**src/rtl/mfp_botio_pkg.sv**
```systemverilog
// Shared constants for the multi-bot AHB-lite I/O peripheral: register
// offsets inside a channel, the global channel index, HTRANS encodings and
// STATUS bit positions.
package mfp_botio_pkg;

  // Register offsets within a channel (HADDR[3:2])
  localparam logic [1:0] BOTINFO = 2'd0;
  localparam logic [1:0] BOTCTRL = 2'd1;
  localparam logic [1:0] STATUS  = 2'd2;
  localparam logic [1:0] INTACK  = 2'd3;

  // Channel index of the global register bank (INTEN lives at offset 0)
  localparam logic [3:0] GLOBAL_CH = 4'hF;

  // HTRANS encodings that carry no transfer
  localparam logic [1:0] HTRANS_IDLE = 2'b00;
  localparam logic [1:0] HTRANS_BUSY = 2'b01;

  // STATUS register bit positions
  localparam int STATUS_PEND_BIT = 0;
  localparam int STATUS_OVR_BIT  = 1;

  // Registered address-phase word address, split into channel and register
  typedef struct packed {
    logic [3:0] ch;
    logic [1:0] rg;
  } reg_addr_t;

endpackage

```
**src/rtl/mfp_botio_sync_edge.sv**
```systemverilog
// Two-flop synchroniser for an asynchronous update level, followed by an
// edge flop; emits a one-cycle pulse on each synchronised rising edge.
module mfp_botio_sync_edge (
  input  logic clk,
  input  logic rst_n,
  input  logic async_in,
  output logic rise
);

  logic sync1_d, sync1_q;
  logic sync2_d, sync2_q;
  logic edge_d,  edge_q;

  // Next-state for the shift chain
  // NOTE: every always_comb output gets a default first so no path can infer a latch.
  always_comb begin
    sync1_d = async_in;
    sync2_d = sync1_q;
    edge_d  = sync2_q;
  end

  // Synchroniser and edge-detect registers
  // NOTE: sequential state uses non-blocking assignments only, and all flops
  // take the async reset so the edge detector cannot fire a spurious pulse.
  always_ff @(posedge clk or negedge rst_n) begin
    if (!rst_n) begin
      sync1_q <= 1'b0;
      sync2_q <= 1'b0;
      edge_q  <= 1'b0;
    end else begin
      sync1_q <= sync1_d;
      sync2_q <= sync2_d;
      edge_q  <= edge_d;
    end
  end

  assign rise = sync2_q & ~edge_q;

endmodule

```
**src/rtl/mfp_ahb_botio.sv**
```systemverilog
// AHB-lite slave giving the core access to NUM_BOTS RojoBot channels:
// motor-control registers, bot-info words, and sticky update events with
// pending/overrun status, write-to-acknowledge and a merged interrupt.
module mfp_ahb_botio
  import mfp_botio_pkg::*;
#(
  parameter int NUM_BOTS = 2,
  parameter int CTRL_W   = 8
) (
  input  logic                       HCLK,
  input  logic                       HRESETn,
  input  logic [31:0]                HADDR,
  input  logic [1:0]                 HTRANS,
  input  logic                       HWRITE,
  input  logic                       HSEL,
  input  logic                       HREADY,
  input  logic [31:0]                HWDATA,
  output logic [31:0]                HRDATA,
  output logic                       HREADYOUT,
  output logic                       HRESP,
  output logic [NUM_BOTS*CTRL_W-1:0] IO_BotCtrl,
  input  logic [NUM_BOTS*32-1:0]     IO_BotInfo,
  input  logic [NUM_BOTS-1:0]        IO_BotUpdt,
  output logic [NUM_BOTS-1:0]        IO_INT_ACK,
  output logic                       IRQ
);

  logic      accept;
  reg_addr_t addr_d, addr_q;
  logic      write_d, write_q;
  logic      valid_d, valid_q;
  logic      wr_en, rd_en;

  logic [NUM_BOTS-1:0] inten_d, inten_q;
  logic [NUM_BOTS-1:0] pend_vec;
  logic [31:0]         chan_rd [NUM_BOTS];

  // Address bits outside the decoded window and unused write-data bits
  logic unused_bits;
  assign unused_bits = &{1'b0, HADDR[31:8], HADDR[1:0], HWDATA};

  assign HREADYOUT = 1'b1;
  assign HRESP     = 1'b0;

  // Capture the address phase; valid drops on any cycle without one
  always_comb begin
    accept  = HSEL & HREADY & (HTRANS != HTRANS_IDLE) & (HTRANS != HTRANS_BUSY);
    addr_d  = addr_q;
    write_d = write_q;
    valid_d = accept;
    if (accept) begin
      addr_d  = HADDR[7:2];
      write_d = HWRITE;
    end
  end

  // Address-phase registers
  always_ff @(posedge HCLK or negedge HRESETn) begin
    if (!HRESETn) begin
      addr_q  <= '0;
      write_q <= 1'b0;
      valid_q <= 1'b0;
    end else begin
      addr_q  <= addr_d;
      write_q <= write_d;
      valid_q <= valid_d;
    end
  end

  assign wr_en = valid_q & write_q;
  assign rd_en = valid_q & ~write_q;

  // Global interrupt-enable register
  always_comb begin
    inten_d = inten_q;
    if (wr_en && addr_q.ch == GLOBAL_CH && addr_q.rg == BOTINFO)
      inten_d = HWDATA[NUM_BOTS-1:0];
  end

  // Interrupt-enable state
  always_ff @(posedge HCLK or negedge HRESETn) begin
    if (!HRESETn) inten_q <= '0;
    else          inten_q <= inten_d;
  end

  for (genvar c = 0; c < NUM_BOTS; c++) begin : g_ch
    localparam logic [3:0] CH_IDX = 4'(c);

    logic              sel;
    logic              rise;
    logic              ack_hit;
    logic [CTRL_W-1:0] ctrl_d, ctrl_q;
    logic              pend_d, pend_q;
    logic              ovr_d, ovr_q;
    logic              ack_d, ack_q;
    logic [31:0]       status_word;

    mfp_botio_sync_edge u_sync (
      .clk      (HCLK),
      .rst_n    (HRESETn),
      .async_in (IO_BotUpdt[c]),
      .rise     (rise)
    );

    assign sel = wr_en && (addr_q.ch == CH_IDX);

    // Control write, ack decode and sticky event status; a new edge beats
    // a simultaneous ack but still clears overrun
    always_comb begin
      ctrl_d  = ctrl_q;
      pend_d  = pend_q;
      ovr_d   = ovr_q;
      ack_hit = sel && (addr_q.rg == INTACK) && HWDATA[0];
      ack_d   = ack_hit;
      if (sel && addr_q.rg == BOTCTRL)
        ctrl_d = HWDATA[CTRL_W-1:0];
      if (rise) begin
        pend_d = 1'b1;
        ovr_d  = ack_hit ? 1'b0 : (ovr_q | pend_q);
      end else if (ack_hit) begin
        pend_d = 1'b0;
        ovr_d  = 1'b0;
      end
    end

    // Per-channel state
    always_ff @(posedge HCLK or negedge HRESETn) begin
      if (!HRESETn) begin
        ctrl_q <= '0;
        pend_q <= 1'b0;
        ovr_q  <= 1'b0;
        ack_q  <= 1'b0;
      end else begin
        ctrl_q <= ctrl_d;
        pend_q <= pend_d;
        ovr_q  <= ovr_d;
        ack_q  <= ack_d;
      end
    end

    // STATUS read word
    always_comb begin
      status_word                  = '0;
      status_word[STATUS_PEND_BIT] = pend_q;
      status_word[STATUS_OVR_BIT]  = ovr_q;
    end

    assign IO_BotCtrl[c*CTRL_W +: CTRL_W] = ctrl_q;
    assign IO_INT_ACK[c]                  = ack_q;
    assign pend_vec[c]                    = pend_q;
    assign chan_rd[c] = (addr_q.rg == BOTINFO) ? IO_BotInfo[c*32 +: 32] :
                        (addr_q.rg == BOTCTRL) ? 32'(ctrl_q)            :
                        (addr_q.rg == STATUS)  ? status_word            :
                                                 32'd0;
  end

  // Read mux from the registered address; zero outside a read data phase
  always_comb begin
    HRDATA = '0;
    if (rd_en) begin
      if (addr_q.ch == GLOBAL_CH) begin
        if (addr_q.rg == BOTINFO) HRDATA = 32'(inten_q);
      end else begin
        for (int i = 0; i < NUM_BOTS; i++)
          if (addr_q.ch == 4'(i)) HRDATA = chan_rd[i];
      end
    end
  end

  assign IRQ = |(pend_vec & inten_q);

endmodule

```
**config.mk**
```make
export PLATFORM = sky130hd
export DESIGN_NAME = mfp_ahb_botio
export DESIGN_NICKNAME = d
export VERILOG_FILES = /design/src/rtl/mfp_botio_pkg.sv /design/src/rtl/mfp_botio_sync_edge.sv /design/src/rtl/mfp_ahb_botio.sv
export SDC_FILE = /design/constraint.sdc
export NUM_CORES = 1
export LEC_CHECK = 0
export CAP_MARGIN = 0
export CORE_MARGIN = 1.5
export CORE_UTILIZATION = 34
export DETAILED_ROUTE_END_ITERATION = 12
export PLACE_DENSITY = 0.86
export SYNTH_ARGS = -nofsm -noshare
export SYNTH_HDL_FRONTEND = slang
export SYNTH_HIERARCHICAL = 1
export SYNTH_SLANG_ARGS = --single-unit
```
**constraint.sdc**
```tcl
create_clock -name HCLK -period 2.8 [get_ports HCLK]
set_input_delay 0.28 -clock HCLK [delete_from_list [all_inputs] [get_ports HCLK]]
set_output_delay 0.28 -clock HCLK [all_outputs]
set_load 0.01 [all_outputs]
```
==> impl_metrics.json, run 1 <==
{
  "postSynthRegisterBits": 38,
  "p_per_area_mw_per_mm2": 405.5,
  "die-height_um": 82.49,
  "layout.nets": 471,
  "drt_pre_antenna_iters": 4,
  "dieArea_mm2": 0.006805,
  "drt-vias-per-instance": 5.129,
  "first_global_vias": 2022,
  "wl_mm": 6.596,
  "total_number_of_h_tree_levels": 2,
  "cp_data_arrival_time_ns": 2.34,
  "dr.first_iter.drc_count": 92,
  "max-cap-violations": 0,
  "endpoint_kind": "primary output",
  "critPathKind": "reg -> out",
  "pin_slew_with_the_least_headroom_to_its_limit_ns": 0.8176,
  "finalWeightedCongestion": 0.7843,
  "cts_tree": "done",
  "placed_wire_length_estimate_after_detailed_placement_mm": 5.215,
  "timing.setup.tns_ns": 0,
  "worst_clock_skew_ns": 0.002843,
  "route.detailed.wl_per_inst_um": 16.05,
  "final_worst_path_period_share_pct": 93.58,
  "synth.yosys.warnings": 6,
  "synth_seq_area_share_pct": 44.26,
  "cts_setup_buffers": 0,
  "post_synthesis_cell_count": 202,
  "clock_latency_ns": 0.28,
  "synth_flop_cell": "sky130_fd_sc_hd__dfrtp_1",
  "overflow": 0,
  "yosys.area.top_type_share_pct": 44.26,
  "cts-root-to-sink-buffers": 2,
  "netlist_top_cells_area": "sky130_fd_sc_hd__dfrtp_1, sky130_fd_sc_hd__mux2_2, sky130_fd_sc_hd__a22oi_1",
  "fin_hold_ws_ns": 0.09165,
  "final_layout_size_suffix_gt1_share_pct": 14.33,
  "outcome": "finished clean",
  "total_leakage_power_nw": 1.450,
  "fp.dieW_um": 82.49,
  "grt_pass1_wl_mm": 9.873,
  "final_slew_violations": 0,
  "dr_total_vias": 2108,
  "worst_setup_hold_path_clk_slew_ns": 0.07,
  "period_needed_ns": 2.620,
  "setup_repair_after_global_routing_missed_its_margin": "no",
  "detail_route.drc_violations": 0,
  "mean_area_per_synthesized_cell_um2": 10.64,
  "timing.slew.headroom_pct": 45.49,
  "vdd_ir_drop_max_mv": 0.3909,
  "hold_viol": 0,
  "synth_edf_count": 0,
  "mappedNetlistArea_mm2": 0.002148,
  "ranking_of_synthesized_cells_by_instance_count": "sky130_fd_sc_hd__dfrtp_1, sky130_fd_sc_hd__nor2_1, sky130_fd_sc_hd__mux2_2",
  "start_kind": "register",
  "area_delta_synth_final_pct": 72.98,
  "overall_routing_resource_usage_pct": 19.51,
  "layout_setup_ws_ns": 0.1798,
  "layout.filler_cells": 487,
  "fp.coreArea_mm2": 0.006026,
  "worst-endpoint-required_ns": 2.52,
  "achievable-frequency_mhz": 381.6,
  "grt_antenna_before_repair": 1,
  "synthMostInstantiatedCell": "sky130_fd_sc_hd__dfrtp_1",
  "netlist-cell-type-count": 29,
  "grt_max_degree": 39,
  "initial_core_util_pct": 35.65,
  "synthesis.nets": 339,
  "buffer_ports.inserted": 136,
  "antenna_violating_nets_post_route": 0,
  "placement.setup.worst_slack_ns": 0.3250,
  "rows": 28,
  "cts_buffers": 5,
  "ctsRootBufferMaster": "sky130_fd_sc_hd__clkbuf_8",
  "num_io_pins": 190,
  "synth_top_area_cell": "sky130_fd_sc_hd__dfrtp_1",
  "worstHoldPathType": "in -> async",
  "top_fanout_value_on_the_critical_path": 27,
  "synth_async_sr_flop_share_pct": 100.0,
  "setup_violators_final": 0,
  "cts_num_sinks": 38
}
## layout make-up
class / count / area, um2 / share of cell area, %
Antenna cell: 1 / 2.502 / 0.06734
Clock buffer: 8 / 110.1 / 2.963
Inverter: 3 / 11.26 / 0.3030
Multi-Input combinational cell: 144 / 1121 / 30.17
Sequential cell: 38 / 950.9 / 25.59
Tap cell: 75 / 93.84 / 2.525
Timing Repair Buffer: 142 / 1426 / 38.38
## state kept, by name, indices dropped and copies added (netlist names)
signal               count
g_ch.pend_q              2
valid_q                  1
g_ch.ack_q               2
g_ch.ovr_q               2
addr_q                   6
g_ch.u_sync/sync1_q      2
inten_q                  2
g_ch.ctrl_q             16
g_ch.u_sync/edge_q       2
write_q                  1
g_ch.u_sync/edge_d       2
## placed cells by master (no fill, tap or decap)
master,n
sky130_fd_sc_hd__a21o_1,2
sky130_fd_sc_hd__a21oi_1,4
sky130_fd_sc_hd__a221oi_1,2
sky130_fd_sc_hd__a22o_1,1
sky130_fd_sc_hd__a22oi_1,24
sky130_fd_sc_hd__and4_1,1
sky130_fd_sc_hd__buf_12,2
sky130_fd_sc_hd__buf_2,1
sky130_fd_sc_hd__buf_4,4
sky130_fd_sc_hd__clkbuf_8,8
sky130_fd_sc_hd__clkdlybuf4s50_1,135
sky130_fd_sc_hd__conb_1,2
sky130_fd_sc_hd__dfrtp_1,38
sky130_fd_sc_hd__diode_2,1
sky130_fd_sc_hd__inv_1,3
sky130_fd_sc_hd__mux2_2,25
sky130_fd_sc_hd__mux2i_1,16
sky130_fd_sc_hd__nand2_1,6
sky130_fd_sc_hd__nand2b_1,1
sky130_fd_sc_hd__nand2b_2,1
sky130_fd_sc_hd__nand3_1,2
sky130_fd_sc_hd__nand3b_1,3
sky130_fd_sc_hd__nand4_1,2
sky130_fd_sc_hd__nor2_1,34
sky130_fd_sc_hd__nor2b_1,1
sky130_fd_sc_hd__nor2b_4,2
sky130_fd_sc_hd__nor3b_4,2
sky130_fd_sc_hd__nor4_4,1
sky130_fd_sc_hd__nor4b_2,1
sky130_fd_sc_hd__nor4b_4,1
sky130_fd_sc_hd__o21ai_0,2
sky130_fd_sc_hd__o22a_1,6
sky130_fd_sc_hd__o2bb2ai_1,2
## routing by layer
layer	global-route usage, %	share of wire, %	vias to the layer above	routed length, um
met5	0	0	-	0
met4	6.167	2.0	0	131
li1	-	-	993	-
met2	36.18	52	119	3403
met3	5.714	11	10	757
met1	21.16	35	986	2303
## logic make-up (layout without fill, tap and decap cells)
logic type / count (synthesis) / after routing / synth area share, %
and+or+nand+nor: 58 / 58 / 15.08
other: 2 / 3 / 0.3496
AOI/OAI and AO/OA: 43 / 43 / 14.97
muxes: 41 / 41 / 20.56
DFF: 38 / 38 / 44.26
buffers and inverters: 20 / 153 / 4.775
## critical path, stage by stage, from the launching register on
cell and delay [ns]:
sky130_fd_sc_hd__dfrtp_1 0.47, sky130_fd_sc_hd__nor4b_4 0.46, sky130_fd_sc_hd__buf_12 0.22, sky130_fd_sc_hd__a221oi_1 0.10, sky130_fd_sc_hd__a21oi_1 0.22, sky130_fd_sc_hd__clkdlybuf4s50_1 0.58
## repair_timing
action | 4_1_cts | 5_1_grt
resized for setup | 1 | 1
hold buffers | 0 | 0
gates cloned | 0 | 0
endpoints found under the setup margin | 1 | 1
## worst paths after layout
path	from	endpoint	slack, ns	depth (start not counted)
worst max-delay path	addr_q[5]	HRDATA[0]	0.18	5
worst min-delay path	HRESETn	g_ch[1].ctrl_q[6]	0.09	1
worst max register to register	addr_q[0]	g_ch[0].ctrl_q[2]	0.77	3
worst min register to register	g_ch[1].u_sync/sync1_q	g_ch[1].u_sync/edge_d	0.35	0
max in group asynchronous	HRESETn	g_ch[0].ctrl_q[1]	2.19	1
min in group HCLK	g_ch[1].u_sync/sync1_q	g_ch[1].u_sync/edge_d	0.35	0
## per-stage QoR
step | instance area, um2 | utilization (%) | power, W | cells
4_1_cts | 3711 | 61.59 | 0.001524 | 410
6_report | 3716 | 61.67 | 0.001507 | 411
2_1_floorplan | 2148 | - | 0.0008571 | 202
5_1_grt | 3716 | 61.67 | 0.001594 | 411
3_3_place_gp | 3592 | 59.61 | 0.001079 | 402
3_5_place_dp | 3592 | 59.61 | 0.001093 | 402
## power breakdown
group | internal, W | switching [W]
Clock | 0.000248 | 0.000169
Combinational | 0.000271 | 0.000167
Sequential | 0.000592 | 0.0000596
No activity file was read; power rests on OpenSTA's default activity.
==> run 2: changes to the inputs <==
Settings changed: CORE_ASPECT_RATIO set to 1.25.
==> run 2 against run 1 <==
Compared with the run above:
- final area fell by 0.37%
- non-clock buffer count shrank 1
- worst setup slack improved by 0.016 ns
- register-to-register slack lost 0.17 ns
- die area hardly changed
- critical path depth did not move
- via count up 1.8%
- clock skew is 0.0023 ns higher
- power grew 2.0%
- highest routed layer is now met5
==> impl_metrics.json, run 2 (synthesis results as in run 1) <==
{
  "start_kind": "register",
  "finalCoreUtilization_pct": 60.44,
  "outcome": "finished clean",
  "setup_repair_after_global_routing_missed_its_margin": "no",
  "timing.setup.tns_ns": 0,
  "worst-endpoint-required_ns": 2.52,
  "detail_route.drc_violations": 0,
  "power.switching_fraction_pct": 27.33,
  "wl_mm": 6.790,
  "worst-path-buf-inv": 2,
  "drt-vias-per-instance": 5.119,
  "hold_viol": 0,
  "achievable-frequency_mhz": 384.0,
  "final_slew_violations": 0,
  "largest-register": "g_ch.ctrl_q",
  "timing.slew.headroom_pct": 42.71,
  "max-cap-violations": 0,
  "cts_tree": "done",
  "seq_power_share_pct": 42.3,
  "grt_pass1_wl_mm": 10.36,
  "layout.cells.most_common": "sky130_fd_sc_hd__clkdlybuf4s50_1",
  "crit_slowest_cell": "sky130_fd_sc_hd__clkdlybuf4s50_1",
  "dr_wl_met3_mm": 1.059,
  "rows": 32,
  "numPlacedInstances": 411,
  "final_cells": 419,
  "dieArea_mm2": 0.006807,
  "route.detailed.wl_per_inst_um": 16.21,
  "critical_path.top_delay_family": "buffers and inverters",
  "overflow": 0,
  "final_layout_size_suffix_gt1_share_pct": 13.77,
  "intPower_w": 0.001117,
  "period_needed_ns": 2.604,
  "total_non_filler_cell_area_in_the_finished_layout_mm2": 0.003702,
  "vdd_ir_drop_max_mv": 0.2624,
  "dr_total_vias": 2145,
  "pin_slew_with_the_least_headroom_to_its_limit_ns": 0.8594,
  "total_number_of_h_tree_levels": 2,
  "met2RoutedLength_mm": 3.390,
  "fp.coreArea_mm2": 0.006126,
  "cts-root-to-sink-buffers": 2,
  "worst_setup_hold_path_clk_slew_ns": 0.07,
  "first_global_vias": 2145,
  "num_io_pins": 190,
  "layout.nets": 470,
  "mostFrequentLayoutCells": "sky130_fd_sc_hd__clkdlybuf4s50_1, sky130_fd_sc_hd__dfrtp_1, sky130_fd_sc_hd__nor2_1, sky130_fd_sc_hd__mux2_2, sky130_fd_sc_hd__a22oi_1",
  "dr.first_iter.drc_count": 51,
  "die-height_um": 91.87,
  "cts_hold_repair.buffers": 0,
  "endpoint_kind": "primary output",
  "comb_power_share_pct": 28.0,
  "initial_core_util_pct": 35.07,
  "ctsRootBufferMaster": "sky130_fd_sc_hd__clkbuf_8",
  "largestRegisters": "g_ch.ctrl_q x16, addr_q x6",
  "finalWeightedCongestion": 0.7033,
  "largest_register_ff_count": 16,
  "layout.filler_cells": 538,
  "worstHoldPathType": "in -> async",
  "cts_num_sinks": 38,
  "cp_data_arrival_time_ns": 2.32,
  "final_worst_path_period_share_pct": 93.01,
  "placed_area_mm2": 0.003585,
  "fp.dieW_um": 74.10,
  "cts_buffers": 5,
  "critPathKind": "reg -> out",
  "critical-path-max-stage-delay_ns": 0.58,
  "buffer_ports.inserted": 136,
  "topRoutingLayerUsed": "met5",
  "cp_cell_sequence": "nor4b_4, buf_4, a221oi_1, a21oi_1, clkdlybuf4s50_1",
  "antenna_violating_nets_post_route": 0,
  "top_fanout_value_on_the_critical_path": 28,
  "netSwitchingPower_w": 0.0004201,
  "setup_violators_final": 0,
  "clock_latency_ns": 0.29,
  "overall_routing_resource_usage_pct": 20.18,
  "worst_clock_skew_ns": 0.005136,
  "length_of_routed_wiring_on_met1_mm": 2.234,
  "grt_antenna_before_repair": 2,
  "fin_hold_ws_ns": 0.08852,
  "p_per_area_mw_per_mm2": 415.2,
  "insertedDiodeCount": 0,
  "drt_pre_antenna_iters": 4,
  "total_leakage_power_nw": 1.442,
  "power.clock.fraction_pct": 29.7,
  "area_delta_synth_final_pct": 72.34,
  "grt_max_degree": 39,
  "placed_wire_length_estimate_after_detailed_placement_mm": 5.359
}
[run 2: cell count changes in the layout (fill, tap and decap cells not counted), sizes merged]
cell / change
clkinv: +2
buf: -1
bufinv: +1
clkbuf: -3
diode: -1
[run 2: final cells by class]
class / instances / area (um2) / share of cell area (%)
clock inverter: 3 / 40.04 / 1.081
sequential: 38 / 950.9 / 25.68
multi-input combinational: 144 / 1119 / 30.21
tap: 85 / 106.4 / 2.873
clock buffer: 5 / 68.82 / 1.859
inverter: 3 / 11.26 / 0.3042
timing repair buffer: 141 / 1406 / 37.99
[run 2: through the flow]
step / setup slack [ns] / power, W
after detailed placement: 0.4817 / 0.001088
final: 0.1958 / 0.001537
after floorplan: 1.099 / 0.0008571
after global placement: 0.4733 / 0.001075
after CTS: 0.1352 / 0.001548
after global routing: 0.03750 / 0.001612
[run 2: path summary, 6_finish.rpt]
path                       cells past startpoint  slack [ns]              startpoint               endpoint
hold reg to reg                                0        0.36  g_ch[0].u_sync/sync1_q  g_ch[0].u_sync/edge_d
min in group HCLK                              0        0.36  g_ch[0].u_sync/sync1_q  g_ch[0].u_sync/edge_d
max in group asynchronous                      1        2.17                 HRESETn      g_ch[1].ctrl_q[3]
setup / recovery                               5        0.20               addr_q[5]              HRDATA[1]
setup reg to reg                               4        0.60               addr_q[5]      g_ch[1].ctrl_q[5]
hold / removal                                 1        0.09                 HRESETn      g_ch[0].ctrl_q[7]
[run 2: power groups by stage]
| stage | registers (W) | clock network (W) | logic (W) |
|---|---|---|---|
| final | 0.000651 | 0.000456 | 0.000430 |
| after global routing | 0.000659 | 0.000489 | 0.000464 |
| after CTS | 0.000647 | 0.000468 | 0.000434 |
| after detailed placement | 0.000657 | 0 | 0.000431 |
| after global placement | 0.000653 | 0 | 0.000422 |
| after floorplan | 0.000639 | 0 | 0.000218 |
[run 2: layer usage]
layer	vias up	global-route usage (%)
li1	994	-
met1	1021	19.71
met2	119	35.86
met3	9	10.44
met4	2	6.019
met5	-	0
[run 2: worst reg2reg max path: stages (launching register included)]
cell                      delay [ns]
sky130_fd_sc_hd__dfrtp_1        0.47
sky130_fd_sc_hd__nor4b_4        0.33
sky130_fd_sc_hd__buf_4          0.34
sky130_fd_sc_hd__nor3b_4        0.56
sky130_fd_sc_hd__mux2_2         0.40
[run 2: timing repair]
| item | CTS | global route |
|---|---|---|
| endpoints found under the hold margin | 0 | 0 |
| endpoints found under the setup margin | 0 | 5 |
| gates resized for setup | 0 | 1 |
| buffers inserted | 0 | 0 |
==> run 3: changes to the inputs <==
Settings changed: ABC_AREA set to 0.
==> results of run 3 <==
The final DEF is identical to that of run 2; final timing and power are the same.
